File: src/rtl/pwm_compare_if.sv
// Signal bundle between the upstream counter/duty source and the PWM comparator.
// Member names follow the block's external pin names.
interface pwm_compare_if #(
  parameter int unsigned WIDTH = 4
);
  logic             EN;
  logic [WIDTH-1:0] CNT;
  logic [WIDTH:0]   DUTY_IN;
  logic             LOAD;
  logic             PWM;
  logic             WRAP;
  logic             BUSY;

  modport master (
    output EN,
    output CNT,
    output DUTY_IN,
    output LOAD,
    input  PWM,
    input  WRAP,
    input  BUSY
  );

  modport slave (
    input  EN,
    input  CNT,
    input  DUTY_IN,
    input  LOAD,
    output PWM,
    output WRAP,
    output BUSY
  );
endinterface

File: src/rtl/pwm_compare.sv
// Registered PWM comparator fed by a free-running counter, with a double-buffered duty
// register that only switches on a genuine MAX->0 counter wrap.
module pwm_compare #(
  parameter int unsigned WIDTH = 4
) (
  input  logic             CLK,
  input  logic             RST_N,
  pwm_compare_if.slave     bus
);

  localparam logic [WIDTH-1:0] MaxC     = '1;
  localparam logic [WIDTH:0]   DutyFull = {1'b1, {WIDTH{1'b0}}};

  logic [WIDTH-1:0] cnt_q, cnt_d;
  logic [WIDTH:0]   duty_act_q, duty_act_d;
  logic [WIDTH:0]   duty_pend_q, duty_pend_d;
  logic             pend_valid_q, pend_valid_d;
  logic             pwm_q, pwm_d;
  logic             wrap_q, wrap_d;

  logic             wrap;
  logic [WIDTH:0]   duty_clamped;
  logic [WIDTH:0]   duty_eff;

  // A counter reset that drops to zero from a non-terminal value is not a wrap.
  assign wrap         = bus.EN & (cnt_q == MaxC) & (bus.CNT == '0);
  assign duty_clamped = (bus.DUTY_IN > DutyFull) ? DutyFull : bus.DUTY_IN;
  assign duty_eff     = (wrap & pend_valid_q) ? duty_pend_q : duty_act_q;

  always_comb begin
    cnt_d        = bus.CNT;
    duty_act_d   = duty_act_q;
    duty_pend_d  = duty_pend_q;
    pend_valid_d = pend_valid_q;
    pwm_d        = bus.EN & ({1'b0, bus.CNT} < duty_eff);
    wrap_d       = wrap;

    if (bus.EN) begin
      // Apply the old pending value first so a same-cycle LOAD queues for the next wrap.
      if (wrap && pend_valid_q) begin
        duty_act_d   = duty_pend_q;
        pend_valid_d = 1'b0;
      end
      if (bus.LOAD) begin
        duty_pend_d  = duty_clamped;
        pend_valid_d = 1'b1;
      end
    end else if (bus.LOAD) begin
      duty_act_d   = duty_clamped;
      pend_valid_d = 1'b0;
    end
  end

  always_ff @(posedge CLK or negedge RST_N) begin
    if (!RST_N) begin
      cnt_q        <= '0;
      duty_act_q   <= '0;
      duty_pend_q  <= '0;
      pend_valid_q <= 1'b0;
      pwm_q        <= 1'b0;
      wrap_q       <= 1'b0;
    end else begin
      cnt_q        <= cnt_d;
      duty_act_q   <= duty_act_d;
      duty_pend_q  <= duty_pend_d;
      pend_valid_q <= pend_valid_d;
      pwm_q        <= pwm_d;
      wrap_q       <= wrap_d;
    end
  end

  assign bus.PWM  = pwm_q;
  assign bus.WRAP = wrap_q;
  assign bus.BUSY = pend_valid_q;

endmodule

File: src/flat_wrapper.sv
// flat-port wrapper written by rule: the top's interface ports become plain ports
module pwm_compare_flat 
#(
  parameter int unsigned WIDTH = 4
)
  (CLK, RST_N, bus_EN, bus_CNT, bus_DUTY_IN, bus_LOAD, bus_PWM, bus_WRAP, bus_BUSY);
  pwm_compare_if #(.WIDTH(WIDTH)) bus_i ();
  input  logic CLK;
  input  logic RST_N;
  input wire logic [$bits(bus_i.EN)-1:0] bus_EN;
  input wire logic [$bits(bus_i.CNT)-1:0] bus_CNT;
  input wire logic [$bits(bus_i.DUTY_IN)-1:0] bus_DUTY_IN;
  input wire logic [$bits(bus_i.LOAD)-1:0] bus_LOAD;
  output wire logic [$bits(bus_i.PWM)-1:0] bus_PWM;
  output wire logic [$bits(bus_i.WRAP)-1:0] bus_WRAP;
  output wire logic [$bits(bus_i.BUSY)-1:0] bus_BUSY;
  assign bus_i.EN = bus_EN;
  assign bus_i.CNT = bus_CNT;
  assign bus_i.DUTY_IN = bus_DUTY_IN;
  assign bus_i.LOAD = bus_LOAD;
  assign bus_PWM = bus_i.PWM;
  assign bus_WRAP = bus_i.WRAP;
  assign bus_BUSY = bus_i.BUSY;
  pwm_compare #(.WIDTH(WIDTH)) u_core (.CLK(CLK), .RST_N(RST_N), .bus(bus_i));
endmodule
File: config.mk
export PLATFORM = sky130hd
export DESIGN_NAME = pwm_compare_flat
export DESIGN_NICKNAME = d
export VERILOG_FILES = /design/src/rtl/pwm_compare_if.sv /design/src/rtl/pwm_compare.sv /design/src/flat_wrapper.sv
export SDC_FILE = /design/constraint.sdc
export NUM_CORES = 1
export LEC_CHECK = 0
export ABC_CLOCK_PERIOD_IN_PS = 2000
export CORE_UTILIZATION = 35
export DETAILED_ROUTE_END_ITERATION = 16
export PLACE_DENSITY_LB_ADDON = 0.3
export SYNTH_ARGS = -nofsm -noshare
export SYNTH_HDL_FRONTEND = slang
export SYNTH_SLANG_ARGS = --single-unit
File: constraint.sdc
create_clock -name CLK -period 2 [get_ports CLK]
set_input_delay 0.4 -clock CLK [delete_from_list [all_inputs] [get_ports CLK]]
set_output_delay 0.4 -clock CLK [all_outputs]
set_load 0.01 [all_outputs]
Word-level counts from Yosys, hierarchy flattened
Index checks and enable logic that the tools add are counted.
- word-level logic and storage cells: 30
- register bits: 17
- eq/ne operators: 2
- muxes and demuxes: 9
- magnitude comparators: 2
- bitwise logic cells: 4
- reductions and logical operators: 7
- operators by type and width (operator ; count):
    $mux 5 ; 5
    $reduce_and 2->1 ; 3
    $gt 5x5->1 const B ; 1
    $lt 4x5->1 ; 1
    $and 1x1->1 ; 4
    $eq 4x4->1 const B ; 1
    $logic_not 4->1 ; 1
    $mux 1 ; 4
    $reduce_bool 2->1 ; 2
    $ne 2x1->1 const B ; 1
    $logic_and 1x1->1 ; 1

Logic depth before layout (Yosys ltp)
Gate-level depths: netlist of the first run.
- depth in word-level cells: 7
- gate-level depth with buffers: 9
- depth with buffers taken out: 8

Worst setup path after synthesis of the first run
Ideal clock, no wire load.
- kind: input port to flip-flop
- start point: input port bus_CNT[0]
- end point: register u_core.pwm_q, in the netlist u_core.bus.PWM
- data arrival time: 1.980 ns
- setup time: 0.082 ns
- stages: 8
- slack: -0.062 ns
- buffers on the path: 0
- cell sequence: and4bb_2 nand4_4 mux2i_1 ha_1 a211o_1 o221ai_1 mux2i_1 o22ai_1
- word-level cells in the longest chain between the ends: 6
- ends and longest elaborated chain (element ; RTL line ; text):
    start: declaration ; flat_wrapper.sv:11 ; input wire logic [$bits(bus_i.CNT)-1:0] bus_CNT;
    $logic_not 4->1 ; pwm_compare.sv:26 ; assign wrap = bus.EN & (cnt_q == MaxC) & (bus.CNT == '0);
    $and 1x1->1 ; pwm_compare.sv:26 ;
    $and 1x1->1 ; pwm_compare.sv:28 ; assign duty_eff = (wrap & pend_valid_q) ? duty_pend_q : duty_act_q;
    $mux 5 ; pwm_compare.sv:28 ;
    $lt 4x5->1 * ; pwm_compare.sv:35 ; pwm_d = bus.EN & ({1'b0, bus.CNT} < duty_eff);
    $and 1x1->1 * ; pwm_compare.sv:35 ;
    net u_core.pwm_d ; pwm_compare.sv:18 ; logic pwm_q, pwm_d;
    end signal: assignment ; pwm_compare.sv:67 ; pwm_q <= pwm_d;
    end: declaration ; pwm_compare.sv:18 ;
Mark *: on every way through the listed nets, which the timed path passes. The rest lies on a longest branch.
A chain may end at the register's enable or synchronous reset.

Final worst setup path of the first run
- start point: register u_core.cnt_q[3]
- end point: register u_core.pwm_q, in the netlist u_core.bus.PWM
- word-level cells in the longest chain between the ends: 7
- ends and longest elaborated chain (element ; RTL line ; text):
    start: declaration ; pwm_compare.sv:14 ; logic [WIDTH-1:0] cnt_q, cnt_d;
    start signal: assignment ; pwm_compare.sv:63 ; cnt_q <= cnt_d;
    $eq 4x4->1 ; pwm_compare.sv:26 ;
    $and 1x1->1 (2 in series) ; pwm_compare.sv:26 ;
    $and 1x1->1 ; pwm_compare.sv:28 ;
    $mux 5 ; pwm_compare.sv:28 ;
    $lt 4x5->1 ; pwm_compare.sv:35 ;
    $and 1x1->1 ; pwm_compare.sv:35 ;
    net u_core.pwm_d ; pwm_compare.sv:18 ;
The timed path passes the listed nets, and every way through them passes these cells.

==> results of run 1 <==
logic make-up (layout without fill, tap and decap cells):
group,Yosys count,count (layout)
simple gates,19,19
compound gates,17,17
flops,17,17
buf+inv,10,45
mux,6,6
fa+ha+maj,3,3
stage by stage:
step | setup TNS (ps) | hold slack (ps) | total power, mW | utilization
after floorplan | -62.0 | 104 | 0.485 | -
after global routing | -231 | 413 | 0.831 | 0.544
after detailed placement | -729 | 472 | 0.572 | 0.495
final | -85.6 | 412 | 0.788 | 0.544
after CTS | -16.1 | 412 | 0.765 | 0.521
after global placement | -582 | 468 | 0.569 | 0.495
area by class of cell:
class                      instances  area (sq um)
sequential                        17           425
clock inverter                     1          5.00
clock buffer                       3          22.5
multi-input combinational         45           399
inverter                           8          30.0
tap                               28          35.0
timing repair buffer              33           285
fill                             205          1010
power by group through the flow:
stage	Clock, mW	Sequential [mW]	Combinational [mW]
2_1_floorplan	0	0.402	0.0835
3_3_place_gp	0	0.401	0.168
3_5_place_dp	0	0.402	0.170
4_1_cts	0.194	0.396	0.175
5_1_grt	0.206	0.403	0.222
6_report	0.191	0.400	0.197
synthesized netlist by cell type (all sizes together):
master and instances:
a211o 1, a21oi 1, a222oi 5, and3 2, and4bb 1, buf 1, clkbuf 1, dfrtp 17
ha 3, inv 8, mux2i 6, nand2 10, nand2b 1, nand4 2, nor2 1, nor2b 1
o21a 1, o21ai 6, o221ai 2, o22ai 1, or2b 1
per-layer routing:
metal  up-vias  track usage  part of all wire
met2        29        0.276              0.49
li1        335            -                 -
met1       318        0.230              0.41
met5         -            0                 0
met3         7       0.0333             0.066
met4         0       0.0926             0.030
registers in the layout, summed over array words and instances, names as in the netlist:
name,cells
u_core.bus.WRAP,1
u_core.bus.PWM,1
u_core.bus.BUSY,1
u_core.duty_act_q,5
u_core.cnt_q,4
u_core.duty_pend_q,5
worst max-delay path: cells and delay by family, from the launching register on:
family / cells / cell delay, ps
AOI/OAI and AO/OA: 3 / 680
muxes: 2 / 230
adders and majority gates: 1 / 200
buffers and inverters: 1 / 150
and+or+nand+nor: 2 / 400
DFF: 1 / 350
worst max path at each step:
stage	to	from	slack, ps	cells after the start
2_1_floorplan	u_core.bus.PWM$_DFF_PN0_	bus_CNT[0]	-60	8
3_3_place_gp	u_core.bus.PWM$_DFF_PN0_	bus_CNT[0]	-500	9
3_5_place_dp	u_core.bus.PWM$_DFF_PN0_	bus_CNT[0]	-560	9
4_1_cts	u_core.bus.PWM$_DFF_PN0_	u_core.cnt_q[3]$_DFF_PN0_	-20	8
5_1_grt	u_core.bus.PWM$_DFF_PN0_	u_core.cnt_q[3]$_DFF_PN0_	-230	9
6_report	u_core.bus.PWM$_DFF_PN0_	u_core.cnt_q[3]$_DFF_PN0_	-90	9
what timing repair did:
| action | in CTS | in global routing |
|---|---|---|
| resized for setup | 8 | 6 |
| buffers inserted | 4 | 1 |
| endpoints found under the setup margin | 1 | 1 |
| pin swaps | 8 | 5 |
==> results_dict.tcl, run 1 <==
set metrics [dict create \
    fin_ws_ps -85.6 \
    switching_share 0.290 \
    cp_cell_sequence "and4bb_2, nand4_4, buf_6, mux2i_2, ha_1, a211o_1, o221ai_2, mux2i_1, o22ai_1" \
    dp_cells 126 \
    ant_nets 0 \
    p_leak_nw 0.571 \
    arrival_ps 2320 \
    htree_levels 1 \
    finalMaxSlewViolations 0 \
    reg2reg_to "u_core.bus.PWM$_DFF_PN0_" \
    switchingPower_uw 229 \
    r2r-start "u_core.cnt_q[3]$_DFF_PN0_" \
    first_global_vias 695 \
    core_sq_um 2210 \
    synth_xor_area_frac 0 \
    yosysWarnings 0 \
    instances_no_fill 135 \
    totalWireLength_um 1940 \
    initial_core_util 0.373 \
    endpoint_kind "flop" \
    muxShareOfSynthArea 0.0728 \
    top_level_ports 16 \
    post_dp_cell_area_sq_um 1100 \
    globalRouteOverflowTotal 0 \
    antenna_found_initial 0 \
    vias 689 \
    hp-start "bus_CNT[1]" \
    drcViolationCount 0 \
    yosys.area_share.simple 0.159 \
    cpMaxStageDelayCell "dfrtp_1" \
    row_count 17 \
    grtUsageTotal 0.176 \
    final_area_sq_um 1200 \
    synth_seq_cells 17 \
    hold_viol_final 0 \
    internal-power_uw 559 \
    clk_pin_slew_ps 100 \
    rsz0062_at_grt "true" \
    reg2regPathDepth 9 \
    antenna_cells 0 \
    reg2reg_slack_ps -90 \
    avgRoutedWirePerCell_um 14.3 \
    pwr-share-comb 0.251 \
    synthAdderAreaFrac 0.0455 \
    holdBufCountCts 0 \
    hp-class "in2reg" \
    initialDrtViolationCount 39 \
    layout_common_cells "17 x buf_4, 17 x dfrtp_1, 10 x nand2_1, 10 x clkdlybuf4s50_1, 8 x inv_1" \
    nNetsFinal 124 \
    min_period_ps 2090 \
    synth-compound-area-share 0.156 \
    drive_above_1_share 0.308 \
    syn_inst 72 \
    setup_viol 1 \
    slowest_delay_ps 350 \
    relSlewSlack 0.724 \
    start_kind "flop" \
    status "finished with violations" \
    clockBufferDepth 2 \
    holdPathEnd "u_core.cnt_q[1]$_DFF_PN0_" \
    cp.required_ps 2230 \
    ir_worst_vdd_uv 305 \
    worst_skew_pair.late_latency_ps 300 \
    die_height_um 50.5 \
    pre_cts_slack_ps -560 \
    fin_crit_sh 1.04 \
    netlist.area_leader.share 0.516 \
    die-area_sq_um 2550 \
    violations "setup timing" \
    cp_max_fo 3 \
    io_buffers 15 \
    synthTopCellsByArea "dfrtp_1 52%, mux2i_1 7.3%, a222oi_1 6.1%" \
    cts_tree "yes" \
    p_per_area_nw_per_um2 655 \
    gp_congestion 0.732 \
    cts-root-buf "clkbuf_4" \
    syn_avg_cell_area_sq_um 11.5 \
    cts.sinks 17 \
    synthToLayoutAreaGrowth_pct 45.8 \
    power_frac_clock 0.242 \
    grt_pass1_wl_um 3220 \
    cap_violations 0 \
    fin_worst_skew_ps 1.30 \
    synth_top_family_by_area "simple AND/OR/NAND/NOR gates" \
    first_pass_iters 4 \
    die_w_um 50.5 \
    synth_seq_area_share 0.516 \
    hold_depth 2 \
    worstMarginPinSlew_ps 413 \
    dpl.hpwl_um 1270 \
    yosysUniqueCellTypes 22 \
    yosys.area.top_type "dfrtp_1" \
    grt_start_max_net_pins 18 \
    avgViaCountPerCell 5.10 \
    seqPwrFrac 0.507 \
    critPathKind "reg2reg" \
    syn_nets 88 \
    syn_area_sq_um 825 \
    fmax_mhz 479 \
    cts_inserted_buffers 3 \
]
No activity file was read; power rests on OpenSTA's default activity.
==> inputs of run 2 (changes only) <==
--- a/config.mk
+++ b/config.mk
@@ -9,6 +9,8 @@
 export CORE_UTILIZATION = 35
 export DETAILED_ROUTE_END_ITERATION = 16
 export PLACE_DENSITY_LB_ADDON = 0.3
+export SKIP_CTS_REPAIR_TIMING = 1
+export SKIP_LAST_GASP = 1
 export SYNTH_ARGS = -nofsm -noshare
 export SYNTH_HDL_FRONTEND = slang
 export SYNTH_SLANG_ARGS = --single-unit
==> results_dict.tcl, run 2 (synthesized netlist as in run 1, its figures left out) <==
set metrics [dict create \
    p_per_area_nw_per_um2 660 \
    seqPwrFrac 0.509 \
    worst_skew_pair.late_latency_ps 300 \
    hold_depth 2 \
    cp_top_family "compound AO/OA/AOI/OAI gates" \
    die_w_um 50.5 \
    multi_input_area_sq_um 374 \
    ant_nets 0 \
    grt_start_max_net_pins 18 \
    globalRouteOverflowTotal 0 \
    dpl.hpwl_um 1270 \
    avgViaCountPerCell 4.93 \
    switching_share 0.284 \
    cts_inserted_buffers 3 \
    initialDrtViolationCount 32 \
    status "finished with violations" \
    die_height_um 50.5 \
    pwr-share-comb 0.247 \
    cp.required_ps 2230 \
    top_level_ports 16 \
    cp_max_fo 4 \
    cts.sinks 17 \
    hp-start "bus_CNT[0]" \
    reg2reg_slack_ps -150 \
    grtUsageTotal 0.158 \
    initial_core_util 0.373 \
    regArea_sq_um 425 \
    vias 661 \
    grt_pass1_wl_um 2930 \
    pre_cts_slack_ps -560 \
    internal-power_uw 558 \
    avgRoutedWirePerCell_um 13.8 \
    p_leak_nw 0.609 \
    holdPathEnd "u_core.cnt_q[0]$_DFF_PN0_" \
    relSlewSlack 0.741 \
    antenna_cells 0 \
    cp_cell_sequence "and4bb_2, nand4_4, mux2i_2, ha_1, a211o_1, o221ai_2, mux2i_1, o22ai_1" \
    fin_ws_ps -145 \
    antenna_found_initial 0 \
    drive_above_1_share 0.283 \
    drcViolationCount 0 \
    rsz0062_at_grt "true" \
    hold-worst-slack_ps 345 \
    switchingPower_uw 222 \
    io_buffers 15 \
    worstMarginPinSlew_ps 388 \
    startpoint "u_core.cnt_q[3]$_DFF_PN0_" \
    reg_top3 "u_core.duty_act_q x5, u_core.duty_pend_q x5, u_core.cnt_q x4" \
    min_period_ps 2150 \
    hp-class "in2reg" \
    htree_levels 1 \
    synthToLayoutAreaGrowth_pct 43.4 \
    first_global_vias 655 \
    arrival_ps 2370 \
    start_kind "flop" \
    fin_worst_skew_ps 2.64 \
    finalMaxSlewViolations 0 \
    reg2regPathDepth 8 \
    setup_viol 1 \
    nFillCells 208 \
    critPathKind "reg2reg" \
    clk_pin_slew_ps 100 \
    power_frac_clock 0.244 \
    core_sq_um 2210 \
    r2r-start "u_core.cnt_q[3]$_DFF_PN0_" \
    die-area_sq_um 2550 \
    cts-root-buf "clkbuf_4" \
    ir_worst_vdd_uv 302 \
    cts_tree "yes" \
    cpMaxStageDelayCell "dfrtp_1" \
    fin_util 0.535 \
    cap_violations 0 \
    clockBufferDepth 2 \
    endpoint_kind "flop" \
    finalPower_uw 780 \
    fmax_mhz 466 \
    first_pass_iters 5 \
    gp_congestion 0.732 \
    row_count 17 \
    totalWireLength_um 1850 \
    slowest_delay_ps 390 \
    layout_common_cells "17 x buf_4, 17 x dfrtp_1, 10 x nand2_1, 10 x clkdlybuf4s50_1, 8 x inv_1" \
    violations "setup timing" \
    hold_viol_final 0 \
    fin_crit_sh 1.07 \
    path_buf_inv 0 \
    reg2reg_to "u_core.bus.PWM$_DFF_PN0_" \
    nNetsFinal 123 \
]
[run 2: cell count changes in the layout (fill, tap and decap cells not counted)]
| cell | previous run | this run |
|---|---|---|
| mux2i_4 | 1 | 0 |
| mux2i_1 | 4 | 5 |
| dlygate4sd2_1 | 3 | 0 |
| ha_1 | 2 | 3 |
| clkdlybuf4s15_1 | 2 | 0 |
| buf_6 | 1 | 0 |
| dlymetal6s2s_1 | 0 | 5 |
| ha_4 | 1 | 0 |
[run 2: layer usage]
layer  wire length, um  track usage  vias up
met5                 0            0        -
met4                31       0.0833        0
met3                66       0.0303        3
met2               867        0.236       16
met1               882        0.216      310
li1                  -            -      332
[run 2: area by class of cell]
| type | count | share of cell area |
|---|---|---|
| Inverter | 8 | 0.0254 |
| Timing Repair Buffer | 32 | 0.246 |
| Clock inverter | 1 | 0.00423 |
| Multi-Input combinational cell | 45 | 0.316 |
| Tap cell | 28 | 0.0296 |
| Clock buffer | 3 | 0.0190 |
| Sequential cell | 17 | 0.360 |
[run 2: how the worst max path moves through the flow]
stage | cells past startpoint | end
floorplan | 8 | u_core.bus.PWM$_DFF_PN0_
global placement | 9 | u_core.bus.PWM$_DFF_PN0_
detailed placement | 9 | u_core.bus.PWM$_DFF_PN0_
CTS | 9 | u_core.bus.PWM$_DFF_PN0_
global route | 8 | u_core.bus.PWM$_DFF_PN0_
finish | 8 | u_core.bus.PWM$_DFF_PN0_
[run 2: stage by stage]
stage	cells	instance area, sq um	setup TNS [ps]
3_3_place_gp	126	1100	-582
2_1_floorplan	72	825	-62.0
5_1_grt	134	1180	-298
3_5_place_dp	126	1100	-729
4_1_cts	130	1120	-247
6_report	134	1180	-145
[run 2: power by group through the flow]
stage	logic [mW]	clock network, mW	registers (mW)
6_report	0.193	0.191	0.397
2_1_floorplan	0.0835	0	0.402
4_1_cts	0.171	0.194	0.395
5_1_grt	0.217	0.206	0.400
3_5_place_dp	0.170	0	0.402
3_3_place_gp	0.168	0	0.401
==> patch 1: new RTL, config.mk and constraints of run 2 <==
`WIDTH` is set to 4 in 3 places; all go to 6.
--- a/src/rtl/pwm_compare_if.sv
+++ b/src/rtl/pwm_compare_if.sv
@@ -2,5 +2,5 @@
 // Member names follow the block's external pin names.
 interface pwm_compare_if #(
-  parameter int unsigned WIDTH = 4
+  parameter int unsigned WIDTH = 6
 );
   logic             EN;
--- a/src/rtl/pwm_compare.sv
+++ b/src/rtl/pwm_compare.sv
@@ -2,5 +2,5 @@
 // register that only switches on a genuine MAX->0 counter wrap.
 module pwm_compare #(
-  parameter int unsigned WIDTH = 4
+  parameter int unsigned WIDTH = 6
 ) (
   input  logic             CLK,
--- a/src/flat_wrapper.sv
+++ b/src/flat_wrapper.sv
@@ -2,5 +2,5 @@
 module pwm_compare_flat 
 #(
-  parameter int unsigned WIDTH = 4
+  parameter int unsigned WIDTH = 6
 )
   (CLK, RST_N, bus_EN, bus_CNT, bus_DUTY_IN, bus_LOAD, bus_PWM, bus_WRAP, bus_BUSY);
Ports: changed (resized bus_CNT and bus_DUTY_IN); port bits go from 16 to 20. The function was not compared with the original's and may differ.
==> patch 1 against run 2 <==
  * The run still ends with negative setup slack left
  * Worst setup slack lost 0.40 ns
  * Sequential cell count grew 6
  * Sequential power grew 37%
  * Critical path depth grew 1
  * Non-clock buffer count grew 1
  * Cell area grew 32%
  * Wire length grew 22%
  * Area after synthesis grew 40%
  * Count of clock-buffer cells in the layout grew 1
  * Power grew 29%
  * Global-route usage shrank 1.2 points
  * Final cell count grew 32%
  * Critical path type is now in -> reg
  * Largest power group unchanged
==> patch 1: results (changes against run 2) <==
[grt]
gr-usage-met3_pct = 1.965  ; was 3.030%
grt_max_degree = 24  ; was 18
grt_pass1_vias = 879  ; was 655
grt_pass1_wl_um = 3857  ; was 2925 um
grt_util_all_layers_pct = 14.60  ; was 15.83%
use_met2_pct = 24.08  ; was 23.56%

[synth]
synth_fa_ha_area_share_pct = 5.405  ; was 4.552%
ys_types = 25  ; was 22
ys_top_cells_by_area = dfrtp_1 50%, mux2_4 9.1%, o21ai_0 6.1%  ; was dfrtp_1 52%, mux2i_1 7.3%, a222oi_1 6.1%
synth_commonest_cells = 23 x dfrtp_1, 15 x nand2_1, 14 x o21ai_0  ; was 17 x dfrtp_1, 10 x nand2_1, 8 x inv_1
syn_area_per_cell_um2 = 11.69  ; was 11.45 um^2
synth_compound_area_share_pct = 10.16  ; was 15.63%
syn-num-nets = 121  ; was 88
synth_mux_area_share_pct = 16.22  ; was 7.284%

[sta]
final.setup.worst_slack_ns = -0.5503  ; was -0.1454 ns
fin_skew_ns = 0.002197  ; was 0.002640 ns
fin_tns_setup_ns = -0.5503  ; was -0.1454 ns
tightest_slew_ns = 0.3935  ; was 0.3881 ns
finalSetupViolCount = 1  ; unchanged

[routing]
routed_wl_um = 2255  ; was 1848 um
met1_length_um = 1070  ; was 882 um
drt-initial-drc-count = 20  ; was 32
drt-pass1-iter-count = 4  ; was 5
vias_per_cell = 4.853  ; was 4.933
drcViolationCount = 0  ; unchanged
dr_wl_met3_um = 91  ; was 66 um
met2WireLength_um = 1084  ; was 867 um

[placement]
port_buffers = 19  ; was 15
dpl.hpwl_um = 1748  ; was 1266 um
dpl_cell_area_mm2 = 0.001496  ; was 0.001096 mm^2
place.gp.congestion = 0.8940  ; was 0.7320
dp_cells = 173  ; was 126
place_ws_ns = -1.100  ; was -0.5604 ns

[power_and_ir_drop]
peakVddDrop_uv = 311.3  ; was 302.4 uV
p_leak_nw = 0.7264  ; was 0.6090 nW
pg_seq_mw = 0.544  ; was 0.397 mW
power.total_mw = 1.003  ; was 0.7804 mW
p_clk_mw = 0.215  ; was 0.191 mW
power_switching_mw = 0.2659  ; was 0.2220 mW

[finish]
finalNetCount = 156  ; was 123
drive_above_1_share_pct = 26.32  ; was 28.30%
biggestRegsByFlops = u_core.duty_act_q x7, u_core.duty_pend_q x7, u_core.cnt_q x6  ; was u_core.duty_act_q x5, u_core.duty_pend_q x5, u_core.cnt_q x4
fin_cells = 177  ; was 134

[cts]
clk_pin_slew_worst_paths_ns = 0.12  ; was 0.10 ns

[setup_path]
path_max_fanout = 6  ; was 4
critical_path.slowest_cell = clkdlybuf4s50_1  ; was dfrtp_1
arrival_ns = 2.77  ; was 2.37 ns
cp_slowest_stage_delay_ns = 0.48  ; was 0.39 ns

[outcome]
status = complete, but fails checks  ; unchanged
violations = negative setup slack  ; unchanged

patch 1: cell type report:
cell class | count | area [um^2]
well taps | 44 | 55.05
clock buffers | 4 | 26.28
flip-flops and latches | 23 | 575.6
fillers | 319 | 1546
repair buffers | 33 | 314.1
multi-input cells | 72 | 581.8
inverters | 1 | 3.754
patch 1: final timing paths:
path	start	to	slack, ns	cells past startpoint
setup / recovery	bus_EN	u_core.bus.PWM$_DFF_PN0_	-0.55	9
hold / removal	bus_CNT[2]	u_core.cnt_q[2]$_DFF_PN0_	0.34	2
setup reg to reg	u_core.cnt_q[4]$_DFF_PN0_	u_core.bus.PWM$_DFF_PN0_	-0.55	8
hold reg to reg	u_core.duty_act_q[1]$_DFFE_PN0P_	u_core.duty_act_q[1]$_DFFE_PN0P_	0.52	1
max in group asynchronous	RST_N	u_core.duty_act_q[5]$_DFFE_PN0P_	1.34	2
min in group asynchronous	RST_N	u_core.cnt_q[3]$_DFF_PN0_	0.43	2
==> patch 2: new RTL, config.mk and constraints of run 2 <==
Made on the original files. Make the reset (`RST_N`) synchronous in one clocked block.
--- a/src/rtl/pwm_compare.sv
+++ b/src/rtl/pwm_compare.sv
@@ -52,5 +52,5 @@
   end
 
-  always_ff @(posedge CLK or negedge RST_N) begin
+  always_ff @(posedge CLK) begin
     if (!RST_N) begin
       cnt_q        <= '0;
Check against the original RTL: differs if RST_N is asserted again (counterexample within 4 cycles, from zero or initial values and one cycle with RST_N low); with RST_N held inactive, the same outputs for 10 cycles.
==> patch 2 against run 2 <==
  * Clock skew is 0.0036 ns higher
  * Worst setup slack better by 0.25 ns
  * Sequential cell count stayed put
  * Cell area is 0.63% lower
  * Wire length is 1.2% lower
  * Area after synthesis is 4.9% higher
  * Via count is 13% higher
  * Power is 13% lower
  * Count of clock-buffer cells in the layout is 1 higher
==> patch 2: results (changes against run 2) <==
[outcome]
status = completed  ; was complete, but fails checks

[placement]
dpl.hpwl_um = 1357  ; was 1266 um
dp_cells = 138  ; was 126
place_ws_ns = -0.4890  ; was -0.5604 ns
dpl_cell_area_mm2 = 0.001109  ; was 0.001096 mm^2

[worst_hold_path]
whs_path_depth = 3  ; was 2
hold_end = u_core.cnt_q[1]$_SDFF_PN0_  ; was u_core.cnt_q[0]$_DFF_PN0_
hp-start = bus_CNT[1]  ; was bus_CNT[0]

[setup_path]
timing.rr.start = u_core.cnt_q[3]$_SDFF_PN0_  ; was u_core.cnt_q[3]$_DFF_PN0_
endpoint = u_core.bus.PWM$_SDFF_PN0_  ; was u_core.bus.PWM$_DFF_PN0_
path_max_fanout = 3  ; was 4
arrival_ns = 2.08  ; was 2.37 ns
rrSetupSlack_ns = 0.11  ; was -0.15 ns
r2r-end = u_core.bus.PWM$_SDFF_PN0_  ; was u_core.bus.PWM$_DFF_PN0_

[grt]
grt_pass1_wl_um = 3243  ; was 2925 um
grt_pass1_vias = 739  ; was 655
antenna_found_initial = 0  ; unchanged
grt_util_all_layers_pct = 16.73  ; was 15.83%

[synth]
synthArstFlopShare_pct = 0  ; was 100.0%
synth_commonest_cells = 17 x dfxtp_1, 12 x nand2_1, 6 x and2_1  ; was 17 x dfrtp_1, 10 x nand2_1, 8 x inv_1
ys_seq_area_share_pct = 39.36  ; was 51.59%
syn-num-nets = 104  ; was 88
ys_top_cells_by_area = dfxtp_1 39%, mux2i_1 5.8%, o211a_1 5.8%  ; was dfrtp_1 52%, mux2i_1 7.3%, a222oi_1 6.1%
syn_area_per_cell_um2 = 9.825  ; was 11.45 um^2
ys_types = 33  ; was 22

[routing]
vias = 748  ; was 661
routedWlPerCell_um = 12.68  ; was 13.79 um
drt-pass1-iter-count = 4  ; was 5
routed_wl_um = 1826  ; was 1848 um

[power_and_ir_drop]
powerDensity_mw_per_mm2 = 577.2  ; was 660.0 mW/mm^2
p_sw_share_pct = 25.49  ; was 28.44%
clockPowerShare_pct = 28.0  ; was 24.4%
powerComb_mw = 0.124  ; was 0.193 mW
peakVddDrop_uv = 378.7  ; was 302.4 uV

[finish]
finalNetCount = 133  ; was 123
drive_above_1_share_pct = 22.41  ; was 28.30%

[sta]
holdWs_ns = 0.4459  ; was 0.3454 ns
fin_skew_ns = 0.006194  ; was 0.002640 ns
finalCritPeriodShare_pct = 94.66  ; was 107.3%
slew_headroom_pct = 78.94  ; was 74.07%

==> patch 2: cells by family (layout without fill, tap and decap cells) <==
logic type,Yosys count,count (layout),synth area share [%]
buffers and inverters,5,33,3.618
multiplexers,5,5,5.789
adder cells (fa/ha/maj),3,3,4.342
flip-flops,17,17,39.36
AND/OR/NAND/NOR,37,37,27.93
AO/OA/AOI/OAI,21,21,18.96
==> patch 2: final cells by class <==
cell class              count  area (um^2)
repair buffers             29        267.8
flip-flops and latches     17        340.3
well taps                  28        35.03
clock buffers               4        26.28
fillers                   213         1101
multi-input cells          66        505.5
==> patch 2: critical path: stages (launching register included) <==
cell	delay, ns
dfxtp_1	0.33
and4bb_2	0.27
nand4_4	0.12
mux2i_1	0.15
ha_1	0.31
a211oi_2	0.07
and3_1	0.20
a221oi_2	0.24
o22ai_1	0.11
==> patch 2: layer usage <==
metal	vias to the layer above	routed length, um	GRT usage [%]
li1	380	-	-
met1	356	824	20.43
met2	8	917	26.84
met3	4	39	2.632
met4	0	44	11.26
met5	-	0	0
